--- config.mk ---
export PLATFORM = sky130hd
export DESIGN_NAME = seg_scan_ctrl_flat
export DESIGN_NICKNAME = d
export VERILOG_FILES = /design/src/rtl/seg_pkg.sv /design/src/rtl/seg_scan_ctrl_if.sv /design/src/rtl/bcd_seq.sv /design/src/rtl/seg_scan_ctrl.sv /design/src/flat_wrapper.sv
export SDC_FILE = /design/constraint.sdc
export NUM_CORES = 1
export LEC_CHECK = 0
export CORE_MARGIN = 1
export CORE_UTILIZATION = 50
export CTS_BUF_LIST = sky130_fd_sc_hd__clkbuf_4
export CTS_CLUSTER_SIZE = 16
export DETAILED_ROUTE_END_ITERATION = 6
export DONT_BUFFER_PORTS = 1
export GPL_TIMING_DRIVEN = 0
export SYNTH_ARGS = -nofsm -noshare
export SYNTH_HDL_FRONTEND = slang
export SYNTH_SLANG_ARGS = --single-unit
--- constraint.sdc ---
create_clock -name clk -period 3.9 [get_ports clk]
set_input_delay 0.39 -clock clk [delete_from_list [all_inputs] [get_ports clk]]
set_output_delay 0.39 -clock clk [all_outputs]
set_load 0.005 [all_outputs]
--- src/rtl/seg_pkg.sv ---
// Shared constants, segment decoding and converter state encoding for the
// seven-segment scan controller.
package seg_pkg;

    localparam logic [6:0] SEG_BLANK = 7'b1111111;
    localparam logic [6:0] SEG_DASH  = 7'b0111111;
    localparam logic [6:0] SEG_ZERO  = 7'b1000000;

    typedef enum logic [1:0] {
        CONV_IDLE   = 2'd0,
        CONV_SHIFT  = 2'd1,
        CONV_COMMIT = 2'd2
    } convState_e;

    // Active-low {g,f,e,d,c,b,a}; non-decimal nibbles render as blank.
    function automatic logic [6:0] bcdToSeg(input logic [3:0] nib);
        logic [6:0] seg;
        case (nib)
            4'd0:    seg = 7'b1000000;
            4'd1:    seg = 7'b1111001;
            4'd2:    seg = 7'b0100100;
            4'd3:    seg = 7'b0110000;
            4'd4:    seg = 7'b0011001;
            4'd5:    seg = 7'b0010010;
            4'd6:    seg = 7'b0000010;
            4'd7:    seg = 7'b1111000;
            4'd8:    seg = 7'b0000000;
            4'd9:    seg = 7'b0010000;
            default: seg = SEG_BLANK;
        endcase
        return seg;
    endfunction

    function automatic longint unsigned pow10(input int n);
        longint unsigned r;
        r = 64'd1;
        for (int i = 0; i < n; i++) begin
            r = r * 64'd10;
        end
        return r;
    endfunction

endpackage

--- src/rtl/seg_scan_ctrl_if.sv ---
// Load/busy handshake plus display outputs of the scan controller.
interface seg_scan_ctrl_if #(
    parameter int DIGITS = 4,
    parameter int BIN_W  = 14
);
    logic [BIN_W-1:0]  bin;
    logic              load;
    logic              busy;
    logic              ovf;
    logic [6:0]        hex;
    logic              dp;
    logic [DIGITS-1:0] dsel;

    modport master (
        output bin, load,
        input  busy, ovf, hex, dp, dsel
    );

    modport slave (
        input  bin, load,
        output busy, ovf, hex, dp, dsel
    );
endinterface

--- src/rtl/bcd_seq.sv ---
// Sequential double-dabble converter: one shift per cycle, result and overflow
// published together in a single COMMIT cycle.
module bcd_seq
    import seg_pkg::*;
#(
    parameter int BIN_W  = 14,
    parameter int DIGITS = 4
) (
    input  logic                  clk,
    input  logic                  rst_n,
    input  logic                  load_i,
    input  logic [BIN_W-1:0]      bin_i,
    output logic                  busy_o,
    output logic [4*DIGITS-1:0]   bcd_o,
    output logic                  ovf_o
);

    localparam int SW = 4 * (DIGITS + 1);
    localparam int CW = $clog2(BIN_W + 1);
    localparam int MW = (BIN_W > 64) ? BIN_W : 64;
    localparam longint unsigned LIMIT = pow10(DIGITS);
    // The extra nibble only catches overflow if the input cannot exceed 10^(DIGITS+1)-1.
    localparam bit CAP_EXCEEDED = (BIN_W >= 64) || ((64'd1 << BIN_W) > pow10(DIGITS + 1));

    convState_e            state_q, state_d;
    logic [BIN_W-1:0]      shift_q, shift_d;
    logic [BIN_W-1:0]      binCopy_q, binCopy_d;
    logic [SW-1:0]         scratch_q, scratch_d;
    logic [SW-1:0]         adjusted;
    logic [CW-1:0]         cnt_q, cnt_d;
    logic [4*DIGITS-1:0]   bcd_q, bcd_d;
    logic                  ovf_q, ovf_d;

    always_ff @(posedge clk or negedge rst_n) begin
        if (!rst_n) begin
            state_q   <= CONV_IDLE;
            shift_q   <= '0;
            binCopy_q <= '0;
            scratch_q <= '0;
            cnt_q     <= '0;
            bcd_q     <= '0;
            ovf_q     <= 1'b0;
        end else begin
            state_q   <= state_d;
            shift_q   <= shift_d;
            binCopy_q <= binCopy_d;
            scratch_q <= scratch_d;
            cnt_q     <= cnt_d;
            bcd_q     <= bcd_d;
            ovf_q     <= ovf_d;
        end
    end

    always_comb begin
        state_d   = state_q;
        shift_d   = shift_q;
        binCopy_d = binCopy_q;
        scratch_d = scratch_q;
        cnt_d     = cnt_q;
        bcd_d     = bcd_q;
        ovf_d     = ovf_q;
        adjusted  = scratch_q;
        for (int n = 0; n < DIGITS + 1; n++) begin
            if (scratch_q[4*n +: 4] >= 4'd5) begin
                adjusted[4*n +: 4] = scratch_q[4*n +: 4] + 4'd3;
            end
        end
        case (state_q)
            CONV_IDLE: begin
                if (load_i) begin
                    shift_d   = bin_i;
                    binCopy_d = bin_i;
                    scratch_d = '0;
                    cnt_d     = CW'(BIN_W);
                    state_d   = CONV_SHIFT;
                end
            end
            CONV_SHIFT: begin
                {scratch_d, shift_d} = {adjusted, shift_q} << 1;
                cnt_d = cnt_q - CW'(1);
                if (cnt_q == CW'(1)) begin
                    state_d = CONV_COMMIT;
                end
            end
            CONV_COMMIT: begin
                bcd_d   = scratch_q[4*DIGITS-1:0];
                ovf_d   = (scratch_q[SW-1 -: 4] != 4'd0)
                       || (CAP_EXCEEDED && (MW'(binCopy_q) >= MW'(LIMIT)));
                state_d = CONV_IDLE;
            end
            default: state_d = CONV_IDLE;
        endcase
    end

    assign busy_o = (state_q != CONV_IDLE);
    assign bcd_o  = bcd_q;
    assign ovf_o  = ovf_q;

endmodule

--- src/rtl/seg_scan_ctrl.sv ---
// Seven-segment display controller: sequential BCD conversion, leading-zero
// blanking, overflow dashes and a clock-derived digit scan.
module seg_scan_ctrl
    import seg_pkg::*;
#(
    parameter int DIGITS     = 4,
    parameter int BIN_W      = 14,
    parameter int CLK_HZ     = 100_000_000,
    parameter int REFRESH_HZ = 1000,
    parameter int BLANK_LZ   = 1
) (
    input  logic           clk,
    input  logic           rst_n,
    seg_scan_ctrl_if.slave bus
);

    localparam int TICKS = CLK_HZ / REFRESH_HZ;
    localparam int TW    = $clog2(TICKS);
    localparam int IW    = (DIGITS > 1) ? $clog2(DIGITS) : 1;

    logic [4*DIGITS-1:0] dispBcd;
    logic                dispOvf;
    logic [6:0]          digitSeg [DIGITS];
    logic                higherZero;
    logic [3:0]          nib;

    logic [TW-1:0]       tick_q, tick_d;
    logic [IW-1:0]       scanIdx_q, scanIdx_d;
    logic [6:0]          hex_q, hex_d;
    logic [DIGITS-1:0]   dsel_q, dsel_d;

    bcd_seq #(
        .BIN_W  (BIN_W),
        .DIGITS (DIGITS)
    ) u_conv (
        .clk    (clk),
        .rst_n  (rst_n),
        .load_i (bus.load),
        .bin_i  (bus.bin),
        .busy_o (bus.busy),
        .bcd_o  (dispBcd),
        .ovf_o  (dispOvf)
    );

    // Walk from the top digit down so each digit knows whether everything above it is zero.
    always_comb begin
        higherZero = 1'b1;
        nib        = 4'd0;
        for (int k = DIGITS - 1; k >= 0; k--) begin
            nib        = dispBcd[4*k +: 4];
            higherZero = higherZero && (nib == 4'd0);
            if (dispOvf) begin
                digitSeg[k] = SEG_DASH;
            end else if ((BLANK_LZ != 0) && (k != 0) && higherZero) begin
                digitSeg[k] = SEG_BLANK;
            end else begin
                digitSeg[k] = bcdToSeg(nib);
            end
        end
    end

    always_comb begin
        tick_d    = tick_q + TW'(1);
        scanIdx_d = scanIdx_q;
        if (tick_q == TW'(TICKS - 1)) begin
            tick_d    = '0;
            scanIdx_d = (scanIdx_q == IW'(DIGITS - 1)) ? '0 : scanIdx_q + IW'(1);
        end
        hex_d  = digitSeg[scanIdx_q];
        dsel_d = ~(DIGITS'(1) << scanIdx_q);
    end

    // hex and dsel come from the same index in the same edge so they never disagree.
    always_ff @(posedge clk or negedge rst_n) begin
        if (!rst_n) begin
            tick_q    <= '0;
            scanIdx_q <= '0;
            hex_q     <= SEG_ZERO;
            dsel_q    <= ~DIGITS'(1);
        end else begin
            tick_q    <= tick_d;
            scanIdx_q <= scanIdx_d;
            hex_q     <= hex_d;
            dsel_q    <= dsel_d;
        end
    end

    assign bus.ovf  = dispOvf;
    assign bus.hex  = hex_q;
    assign bus.dsel = dsel_q;
    assign bus.dp   = 1'b1;

endmodule

--- src/flat_wrapper.sv ---
// flat-port wrapper written by rule: the top's interface ports become plain ports
module seg_scan_ctrl_flat import seg_pkg::*;
#(
    parameter int DIGITS     = 4,
    parameter int BIN_W      = 14,
    parameter int CLK_HZ     = 100_000_000,
    parameter int REFRESH_HZ = 1000,
    parameter int BLANK_LZ   = 1
)
  (clk, rst_n, bus_bin, bus_load, bus_busy, bus_ovf, bus_hex, bus_dp, bus_dsel);
  seg_scan_ctrl_if #(.DIGITS(DIGITS), .BIN_W(BIN_W)) bus_i ();
  input  logic clk;
  input  logic rst_n;
  input wire logic [$bits(bus_i.bin)-1:0] bus_bin;
  input wire logic [$bits(bus_i.load)-1:0] bus_load;
  output wire logic [$bits(bus_i.busy)-1:0] bus_busy;
  output wire logic [$bits(bus_i.ovf)-1:0] bus_ovf;
  output wire logic [$bits(bus_i.hex)-1:0] bus_hex;
  output wire logic [$bits(bus_i.dp)-1:0] bus_dp;
  output wire logic [$bits(bus_i.dsel)-1:0] bus_dsel;
  assign bus_i.bin = bus_bin;
  assign bus_i.load = bus_load;
  assign bus_busy = bus_i.busy;
  assign bus_ovf = bus_i.ovf;
  assign bus_hex = bus_i.hex;
  assign bus_dp = bus_i.dp;
  assign bus_dsel = bus_i.dsel;
  seg_scan_ctrl #(.DIGITS(DIGITS), .BIN_W(BIN_W), .CLK_HZ(CLK_HZ), .REFRESH_HZ(REFRESH_HZ), .BLANK_LZ(BLANK_LZ)) u_core (.clk(clk), .rst_n(rst_n), .bus(bus_i));
endmodule
* Word-level counts from Yosys, hierarchy flattened *
Memories as Yosys holds them, arrays and structs flattened.
Index checks and enable logic that the tools add are counted.

word-level totals
  memories = 4
  logic and storage cells = 75
  ROM bits = 448
  bits of input ports = 17
  bits in registers = 87

memories
  memory           depth  width  rd ports  clocked after Yosys merged registers in  write ports  line           RTL
  (no name shown)  16     7      1         0                                        0            seg_pkg.sv:18  case (nib)
  (no name shown)  16     7      1         0                                        0            seg_pkg.sv:18
  (no name shown)  16     7      1         0                                        0            seg_pkg.sv:18
  (no name shown)  16     7      1         0                                        0            seg_pkg.sv:18

cells by class
  bitwise logic cells = 2
  shift operators = 1
  add/sub/neg operators = 8
  equal/unequal tests = 7
  multiplexer cells = 26
  reductions and logical operators = 11
  magnitude comparators = 6

operators by type and width
  cell                                                 count
  two-way mux 7 bit                                    9
  one-hot mux 20 bit (2 select lines)                  1
  one-hot mux 14 bit (2 select lines)                  1
  >= comparator 4 x 3 -> 1 bit, second input constant  5
  two-way mux 20 bit                                   1
  two-way mux 4 bit                                    5
  adder 17 x 1 -> 17 bit, second input constant        1
  equality test 17 bit, second input constant          1
  two-way mux 17 bit                                   1
  adder 4 x 2 -> 4 bit, second input constant          4
  binary-select mux 7 bit (select 2 bit)               1
  two-way mux 14 bit                                   1
  zero test 4 bit                                      3
  one-hot mux 4 bit (2 select lines)                   1
  two-way mux 2 bit                                    3
  equality test 2 bit, second input constant           2
  equality test 4 x 1 -> 1 bit, second input constant  1
  inequality test 2 bit, second input constant         2
  NOT 4 bit                                            1
  one-hot mux 2 bit (2 select lines)                   1
  AND reduction 2 bit                                  2
  nonzero test 2 bit                                   2
  nonzero test 4 bit                                   1
  << shifter 1 x 2 -> 4 bit, first input constant      1
  9 further kinds                                      10

* Longest topological paths before layout *
Gate-level depths: netlist of the first run.

  depth after elaboration = 8
  depth in mapped cells = 7

* By module *
A second synthesis of the first run with hierarchy kept.

unflattened totals
  cell total of the unflattened synthesis = 547
  area total of the unflattened synthesis = 5225.0 µm²

by module, submodules not included
  module         cells an instance  seq. area each (µm²)  area each (µm²)  instances
  bcd_seq        286                1426.4                2906.5           1
  seg_scan_ctrl  261                755.7                 2318.5           1

* Worst setup path before layout of the first run *
Ideal clock, no wire load.

  path kind = reg-to-reg
  start point = register u_core.u_conv.bcd_q[13] (netlist: u_core.u_conv.bcd_o[13])
  end point = register u_core.hex_q[4] (netlist: u_core.bus.hex[4])
  path slack = 2.134 ns
  clock period less this slack = 1.766 ns
  required time = 3.818 ns
  stages on the path, launching flop included = 8
  arrival = 1.685 ns
  cell sequence = dfrtp_1 inv_1 ha_1 nor2b_1 and3_1 nor3_1 a221o_1 a31oi_1

between the ends
  cells in the longest elaborated chain, start to end = 8
  elaborated cells between the ends (all ways) = 13
  classes of those cells = 9 x mux; 3 x reduce/logical; 1 x memory

RTL lines
  item                                                                              line                 RTL
  start: declaration                                                                bcd_seq.sv:31        logic [4*DIGITS-1:0] bcd_q, bcd_d;
  start signal: assignment                                                          bcd_seq.sv:41        bcd_q <= '0;
  start signal: assignment                                                          bcd_seq.sv:49        bcd_q <= bcd_d;
  parallel branches: the longest is 5 deep, another holds memory read (16 x 7 bit)  -
  binary-select mux 7 bit (select 2 bit) *                                          seg_scan_ctrl.sv:69  hex_d = digitSeg[scanIdx_q];
  two-way mux 7 bit (not written as such) * (2 in series)                           seg_scan_ctrl.sv:69
  named net u_core.hex_d[4]                                                         seg_scan_ctrl.sv:29  logic [6:0] hex_q, hex_d;
  end signal: assignment                                                            seg_scan_ctrl.sv:78  hex_q <= SEG_ZERO;
  end signal: assignment                                                            seg_scan_ctrl.sv:83  hex_q <= hex_d;
  end: declaration                                                                  seg_scan_ctrl.sv:29

Mark *: on every way through the listed nets, which the timed path passes. The select of a mux whose other input is x is not followed.
A chain may end at the register's enable or synchronous reset.

* Final worst setup path of the first run *
Ends and elaborated chain as after synthesis.

==> results_dict.tcl, run 1 <==
set metrics [dict create \
    reg2reg_to "u_core.bus.hex[4]" \
    holdPathEnd "u_core.u_conv.shift_q[0]" \
    r2r.worst_path.cells 7 \
    gp_congestion 0.890 \
    arrival_ns 2.42 \
    coreArea_um2 9370 \
    rsz0062_at_grt "no" \
    path_class "reg2reg" \
    seqCellArea_um2 2180 \
    leakage_nw 2.25 \
    powerDensity_nw_per_um2 652 \
    synth_nets 590 \
    fin_ws_ns 1.83 \
    die_h_um 101 \
    drt_pass1_iterations 4 \
    drive_gt1_frac 0.0615 \
    hold_class "in2reg" \
    setup-tns-final_ns 0 \
    relSlewSlack 0.555 \
    ys_types 49 \
    reg2reg_slack_ns 1.83 \
    final_cell_mix "83 x dfrtp_1, 53 x o21ai_0, 50 x nand2_1, 42 x nor2_1, 41 x a21oi_1" \
    critPathLaunch "u_core.u_conv.bcd_o[13]" \
    cp.required_ns 4.25 \
    grt_start_max_net_pins 88 \
    cts_resized 0 \
    ir_drop_mv 0.325 \
    cts_buffers 9 \
    fin_hold_ws_ns 0.232 \
    status "completed" \
    cts_tree "built" \
    synth_ff_type "dfrtp_1" \
    grt_util_all_layers 0.215 \
    synth_area_leaders "dfrtp_1 42%, ha_1 9.7%, o21ai_0 5.4%, a21oi_1 4.2%, nand2_1 3.8%" \
    die_w_um 101 \
    worstPathMaxFanout 6 \
    cts.sinks 87 \
    final_common_cell "dfrtp_1" \
    post-route-util 0.561 \
    final_nets 603 \
    std_cell_rows 35 \
    num_vias 3759 \
    pin_count 31 \
    wl_um 10100 \
    dp_hpwl_um 7140 \
    synth_edf_count 0 \
    antenna_left 0 \
    htree_num_levels 3 \
    layout_min_cycle_time_ns 2.07 \
    worst_slew_pin_slew_ns 0.666 \
    post_drt_wl_per_cell_um 14.7 \
    syn_area_per_cell_um2 9.19 \
    seq_area_frac_synth 0.444 \
    hold_depth 4 \
    yosysTopAreaCellShare 0.422 \
    cap_violations 0 \
    hold_viol 0 \
    max_freq_ghz 0.483 \
    gr-total-overflow 0 \
    reg2reg_from "u_core.u_conv.bcd_o[13]" \
    area_delta_synth_final_pct 7.00 \
    crit_path_end_kind "flop" \
    synthCells 535 \
    hp-start "bus_bin[0]" \
    drv_slew 0 \
    antenna_found_initial 0 \
    ys_ff_latch 87 \
    vias_per_cell 5.51 \
    root_buffer "clkbuf_4" \
    portBuffers 0 \
    drcViolationCount 0 \
    initial_utilization 0.525 \
    clk_pin_slew_ns 0.14 \
    async_flop_share 1.00 \
    multiInputGateArea_um2 2500 \
    grt_pass1_vias 3571 \
    dieArea_um2 10200 \
    setup_viol 0 \
    period_share 0.531 \
    cts_buffer_depth 2 \
    synth-warning-count 0 \
    fin_skew_ns 0.0218 \
    synth_top_cell_by_area "dfrtp_1" \
    startpoint_type "flop" \
    diodes 0 \
    place_ws_ns 1.88 \
    grt_pass1_wl_um 17100 \
    dr.first_iter.drc_count 167 \
    synth_area_um2 4920 \
    clock_latency_ns 0.43 \
    fillers 894 \
]
==> how the worst max path moves through the flow <==
stage	end	slack (ns)	cells after the start
after global routing	u_core.bus.hex[4]	1.68	7
after CTS	u_core.bus.hex[4]	1.83	7
after floorplan	u_core.bus.hex[4]	2.13	7
final	u_core.bus.hex[4]	1.83	7
after detailed placement	u_core.bus.hex[4]	1.88	7
after global placement	u_core.bus.hex[4]	1.84	7
==> per-stage QoR <==
stage | area, um^2 | power (mW) | std cells
after floorplan | 4920 | 2.53 | 535
after global placement | 5080 | 2.86 | 664
after detailed placement | 5080 | 2.89 | 664
after CTS | 5260 | 3.46 | 682
after global routing | 5260 | 3.74 | 682
final | 5260 | 3.43 | 682
==> critical path: stages (launching register included) <==
cell,delay (ns)
dfrtp_1,0.46
inv_1,0.17
ha_1,0.27
nor2b_1,0.24
and3_1,0.25
nor3_1,0.10
a221o_1,0.35
a31oi_1,0.16
==> logic make-up after synthesis <==
group	Yosys count	synth area share
buffers and inverters	60	0.0473
xor gates and xnor gates	23	0.0410
adders and majority gates	38	0.0967
DFF	87	0.444
other	1	0.000763
and+or+nand+nor	176	0.183
muxes	6	0.0130
AOI/OAI and AO/OA	144	0.174
==> Yosys cell counts (2+ instances only) <==
cell       n
dfstp_2    4
nand2_1   50
nand3_1   11
a21oi_1   41
a21o_1     3
xnor2_1   13
or3_1      2
dfrtp_1   83
mux2_2     3
mux2i_1    3
o31ai_1    7
o22ai_1    9
nor2_1    42
o21ai_0   53
nand4_1    6
a32o_1     5
nor3_1    11
nor2b_1   13
nor3b_1   13
a31oi_1    7
xor2_1    10
inv_1     35
o21a_1     2
and2_1     2
and3_1     5
or2_2      3
nand2b_1  10
o211ai_1   3
buf_4      2
clkbuf_1  23
ha_1      38
nand3b_1   2
o32ai_1    5
==> routing by layer <==
layer | part of all wire | track usage | vias to the layer above
met2 | 0.45 | 0.334 | 75
met4 | 0.010 | 0.0691 | 0
met1 | 0.51 | 0.305 | 1799
met3 | 0.031 | 0.0380 | 8
li1 | - | - | 1877
met5 | 0 | 0 | -
==> report_power, final <==
group	switching, mW	internal (mW)	total, mW
combinational	0.900	0.622	1.52
sequential	0.226	1.15	1.38
clock	0.326	0.208	0.534
total	1.45	1.98	3.43
==> sequential cells by signal (all words and copies together), names as in the netlist <==
| name | count |
|---|---|
| u_core.bus.hex | 7 |
| u_core.u_conv.shift_q | 14 |
| u_core.bus.dsel | 4 |
| u_core.u_conv.ovf_o | 1 |
| u_core.scanIdx_q | 2 |
| u_core.u_conv.cnt_q | 4 |
| u_core.u_conv.bcd_o | 16 |
| u_core.u_conv.scratch_q | 20 |
| u_core.u_conv.state_q | 2 |
| u_core.tick_q | 17 |
==> layout make-up <==
cell class	count	area share
multi-input cells	388	0.476
clock inverters	6	0.0133
clock buffers	10	0.0143
flip-flops and latches	87	0.415
repair buffers	2	0.00713
plain buffers	25	0.0193
inverters	35	0.0250
well taps	129	0.0307
==> repair_timing <==
| item | 4_1_cts | 5_1_grt |
|---|---|---|
| buffers inserted | 0 | 0 |
| hold buffers | 2 | 0 |
| endpoints found under the hold margin | 87 | 0 |
No activity file was read; power rests on OpenSTA's default activity.
==> inputs of run 2 (changes only) <==
PLACE_DENSITY = 0.68   (was unset)
clock period = 1.7 ns   (was 3.9 ns; I/O delays follow)
==> results_dict.tcl, run 2 (synthesized netlist as in run 1, its figures left out) <==
set metrics [dict create \
    top_register "u_core.u_conv.scratch_q" \
    violations "hold timing, setup timing" \
    portBuffers 0 \
    largest_register_ffs 20 \
    critPathMaxStageDelay_ns 0.55 \
    cts_buffer_depth 2 \
    crit_path_end_kind "flop" \
    drv_slew 0 \
    cap_violations 0 \
    drcViolationCount 0 \
    cts.sinks 87 \
    leakage_nw 2.38 \
    path_class "reg2reg" \
    cts_buffers 9 \
    period_share 1.02 \
    grt_start_max_net_pins 88 \
    setup-tns-final_ns -0.0268 \
    path_buf_inv 0 \
    crit_family "simple AND/OR/NAND/NOR gates" \
    die_h_um 101 \
    area_delta_synth_final_pct 11.2 \
    worstPathMaxFanout 2 \
    p_total_mw 8.40 \
    wl_um 9910 \
    critical_path.slowest_cell "or4b_4" \
    status "finished with violations" \
    setup_viol 1 \
    fin_hold_ws_ns -0.591 \
    root_buffer "clkbuf_4" \
    diodes 0 \
    vias_per_cell 5.57 \
    drt_pass1_iterations 4 \
    layout_min_cycle_time_ns 1.73 \
    drive_gt1_frac 0.127 \
    gp_congestion 0.835 \
    powerDensity_nw_per_um2 1540 \
    cts_tree "built" \
    max_freq_ghz 0.579 \
    antenna_found_initial 0 \
    die_w_um 101 \
    ir_drop_mv 0.792 \
    gr-total-overflow 0 \
    htree_num_levels 3 \
    final_nets 615 \
    dieArea_um2 10200 \
    num_vias 3869 \
    grt_pass1_wl_um 17000 \
    dr.first_iter.drc_count 132 \
    initial_utilization 0.525 \
    arrival_ns 2.10 \
    final_cell_mix "82 x dfrtp_1, 50 x o21ai_0, 49 x nand2_1, 41 x nor2_1, 38 x a21oi_1" \
    final_common_cell "dfrtp_1" \
    antenna_left 0 \
    pin_count 31 \
    dp_hpwl_um 6870 \
    hold_viol 87 \
    coreArea_um2 9370 \
    cp.required_ns 2.07 \
    fin_skew_ns 0.0207 \
    grt_pass1_vias 3672 \
    path_cells "or4b_4 > nor4_4 > nand4_1 > or3_1 > o21ai_2" \
    rsz0062_at_grt "yes" \
    fin_ws_ns -0.0268 \
    std_cell_rows 35 \
    hold_class "in2async" \
    clock_latency_ns 0.44 \
    startpoint_type "flop" \
    post_drt_wl_per_cell_um 14.3 \
    grt_util_all_layers 0.211 \
    postCtsHoldBufs 2 \
    clk_pin_slew_ns 0.14 \
]
-- run 2: path summary, 6_finish.rpt --
check	to	cells past startpoint	start	slack [ns]
max reg2reg	u_core.scanIdx_q[0]	5	u_core.tick_q[12]	-0.03
max in group asynchronous	u_core.bus.hex[6]	0	rst_n	2.10
min in group clk	u_core.u_conv.shift_q[7]	3	bus_bin[7]	0.04
min reg2reg	u_core.u_conv.shift_q[13]	2	u_core.u_conv.shift_q[13]	0.50
max	u_core.scanIdx_q[0]	5	u_core.tick_q[12]	-0.03
min	u_core.tick_q[13]	0	rst_n	-0.59
-- run 2: repair_timing --
item	in CTS	in global routing
resized for setup	17	18
buffers inserted	11	4
setup endpoints to repair	32	44
hold endpoints to repair	88	87
pin swaps	5	2
-- run 2: power by group --
group / internal (mW) / switching, mW
sequential: 2.64 / 0.544
combinational: 1.76 / 2.17
clock: 0.585 / 0.700
total: 4.99 / 3.41
-- run 2: cell type report --
type,instances,area (um^2)
Clock inverter,7,87.6
Inverter,35,131
Buffer,22,104
Sequential cell,87,2180
Fill cell,850,3910
Timing Repair Buffer,17,133
Tap cell,129,161
Clock buffer,9,67.6
Multi-Input combinational cell,388,2600
-- run 2: layer usage --
metal / vias up / share of wire / GRT usage
li1: 1908 / - / -
met1: 1847 / 0.46 / 0.277
met2: 93 / 0.47 / 0.352
met3: 21 / 0.042 / 0.0449
met4: 0 / 0.022 / 0.0635
met5: - / 0 / 0
-- run 2: stage by stage --
| step | instance area (um^2) | util | hold WS [ns] | instances | setup slack, ns |
|---|---|---|---|---|---|
| 5_1_grt | 5470 | 0.583 | -0.644 | 694 | -0.0996 |
| 3_5_place_dp | 5100 | 0.544 | -0.124 | 664 | -0.293 |
| 4_1_cts | 5390 | 0.576 | -0.618 | 691 | -0.0328 |
| 3_3_place_gp | 5100 | 0.544 | -0.123 | 664 | -0.246 |
| 2_1_floorplan | 4940 | - | -0.126 | 535 | -0.0202 |
| 6_report | 5470 | 0.583 | -0.591 | 694 | -0.0268 |
==> inputs of run 3 (changes only) <==
--- a/config.mk
+++ b/config.mk
@@ -15,2 +15,3 @@
 export PLACE_DENSITY = 0.68
+export SLEW_MARGIN = 20
 export SYNTH_ARGS = -nofsm -noshare
==> constraint.sdc (replaced) <==
create_clock -name clk -period 1.7 [get_ports clk]
set_input_delay 0.34 -clock clk [delete_from_list [all_inputs] [get_ports clk]]
set_output_delay 0.34 -clock clk [all_outputs]
set_load 0.005 [all_outputs]
==> results_dict.tcl, run 3 (synthesized netlist as in run 1, its figures left out) <==
set metrics [dict create \
    startpoint_type "flop" \
    cts_buffers 9 \
    drive_gt1_frac 0.137 \
    pin_count 31 \
    gp_congestion 0.835 \
    setup_viol 1 \
    place_ws_ns -0.293 \
    initial_utilization 0.525 \
    top_register "u_core.u_conv.scratch_q" \
    hold_class "in2async" \
    grt_pass1_vias 3686 \
    die_w_um 101 \
    dr.first_iter.drc_count 124 \
    fin_skew_ns 0.0268 \
    powerDensity_nw_per_um2 1550 \
    crit_path_end_kind "flop" \
    drcViolationCount 0 \
    std_cell_rows 35 \
    leakage_nw 2.39 \
    violations "hold timing, setup timing" \
    arrival_ns 2.11 \
    final_cell_mix "81 x dfrtp_1, 50 x o21ai_0, 49 x nand2_1, 41 x nor2_1, 38 x a21oi_1" \
    fin_hold_ws_ns -0.430 \
    post_drt_wl_per_cell_um 14.4 \
    cap_violations 0 \
    status "finished with violations" \
    antenna_found_initial 0 \
    num_vias 3881 \
    period_share 1.02 \
    vias_per_cell 5.57 \
    gr-total-overflow 0 \
    critPathMaxStageDelay_ns 0.55 \
    grt_pass1_wl_um 17100 \
    grt_start_max_net_pins 88 \
    worstPathMaxFanout 2 \
    final_common_cell "dfrtp_1" \
    htree_num_levels 3 \
    max_freq_ghz 0.579 \
    clock_latency_ns 0.45 \
    drt_pass1_iterations 4 \
    ir_drop_mv 0.842 \
    path_cells "or4b_4 > nor4_4 > nand4_1 > or3_1 > o21ai_2" \
    diodes 0 \
    rsz0062_at_grt "yes" \
    wl_um 10000 \
    path_class "reg2reg" \
    cp.required_ns 2.08 \
    cts_tree "built" \
    die_h_um 101 \
    fin_ws_ns -0.0273 \
    critical_path.slowest_cell "or4b_4" \
    layout_min_cycle_time_ns 1.73 \
    root_buffer "clkbuf_4" \
    area_delta_synth_final_pct 11.8 \
    grt_util_all_layers 0.212 \
    clk_pin_slew_ns 0.15 \
    cts.sinks 87 \
    drv_slew 0 \
    hold_viol 87 \
    largest_register_ffs 20 \
    antenna_left 0 \
    final_nets 618 \
    dp_hpwl_um 6870 \
    coreArea_um2 9370 \
    dieArea_um2 10200 \
    portBuffers 0 \
    p_total_mw 8.51 \
    cts_buffer_depth 2 \
]
## run 3: timing repair
action                                  in CTS  in global routing
resized for setup                           20                 20
pin swaps                                    5                  2
setup buffers                               13                  7
endpoints found under the hold margin       87                 87
endpoints found under the setup margin      32                 30
## run 3: worst max-delay path, delay by kind of cell, from the launching register on
kind,cells,cell delay [ns]
flip-flops,1,0.41
AND/OR/NAND/NOR,4,1.22
AO/OA/AOI/OAI,1,0.06
## run 3: area by class of cell
type                       instances  area [um^2]
fill                             851         3870
multi-input combinational        388         2600
sequential                        87         2180
tap                              129          161
timing repair buffer              20          150
inverter                          35          131
buffer                            22          115
clock inverter                     7         87.6
clock buffer                       9         67.6
## run 3: per-layer routing
layer | GRT usage | wire [um] | part of all wire
met4 | 0.0635 | 214 | 0.021
met2 | 0.353 | 4680 | 0.47
met5 | 0 | 0 | 0
met3 | 0.0449 | 398 | 0.040
met1 | 0.278 | 4750 | 0.47
## run 3: path summary, 6_finish.rpt
| kind | slack (ns) | from | depth (start not counted) | end |
|---|---|---|---|---|
| min in group clk | 0.17 | bus_bin[0] | 4 | u_core.u_conv.shift_q[0] |
| setup reg to reg | -0.03 | u_core.tick_q[12] | 5 | u_core.scanIdx_q[0] |
| setup / recovery | -0.03 | u_core.tick_q[12] | 5 | u_core.scanIdx_q[0] |
| max in group asynchronous | 1.93 | rst_n | 0 | u_core.bus.hex[6] |
| hold / removal | -0.43 | rst_n | 0 | u_core.u_conv.shift_q[8] |
| hold reg to reg | 0.50 | u_core.tick_q[4] | 1 | u_core.tick_q[4] |
## run 3: report_power, final
group | total (mW) | switching (mW) | internal [mW]
Sequential | 3.18 | 0.535 | 2.65
Clock | 1.29 | 0.707 | 0.585
Combinational | 4.04 | 2.22 | 1.82
## run 3: metrics by stage
step | hold slack, ns | cell area, um^2 | cells | utilization | TNS (ns)
floorplan | 0.0444 | 4940 | 535 | - | -0.0403
global placement | 0.0470 | 5100 | 664 | 0.544 | -3.52
finish | -0.430 | 5500 | 697 | 0.587 | -0.0273
global route | -0.474 | 5500 | 697 | 0.587 | -0.246
CTS | -0.448 | 5400 | 690 | 0.576 | -0.0328
detailed placement | 0.0464 | 5100 | 664 | 0.544 | -4.17
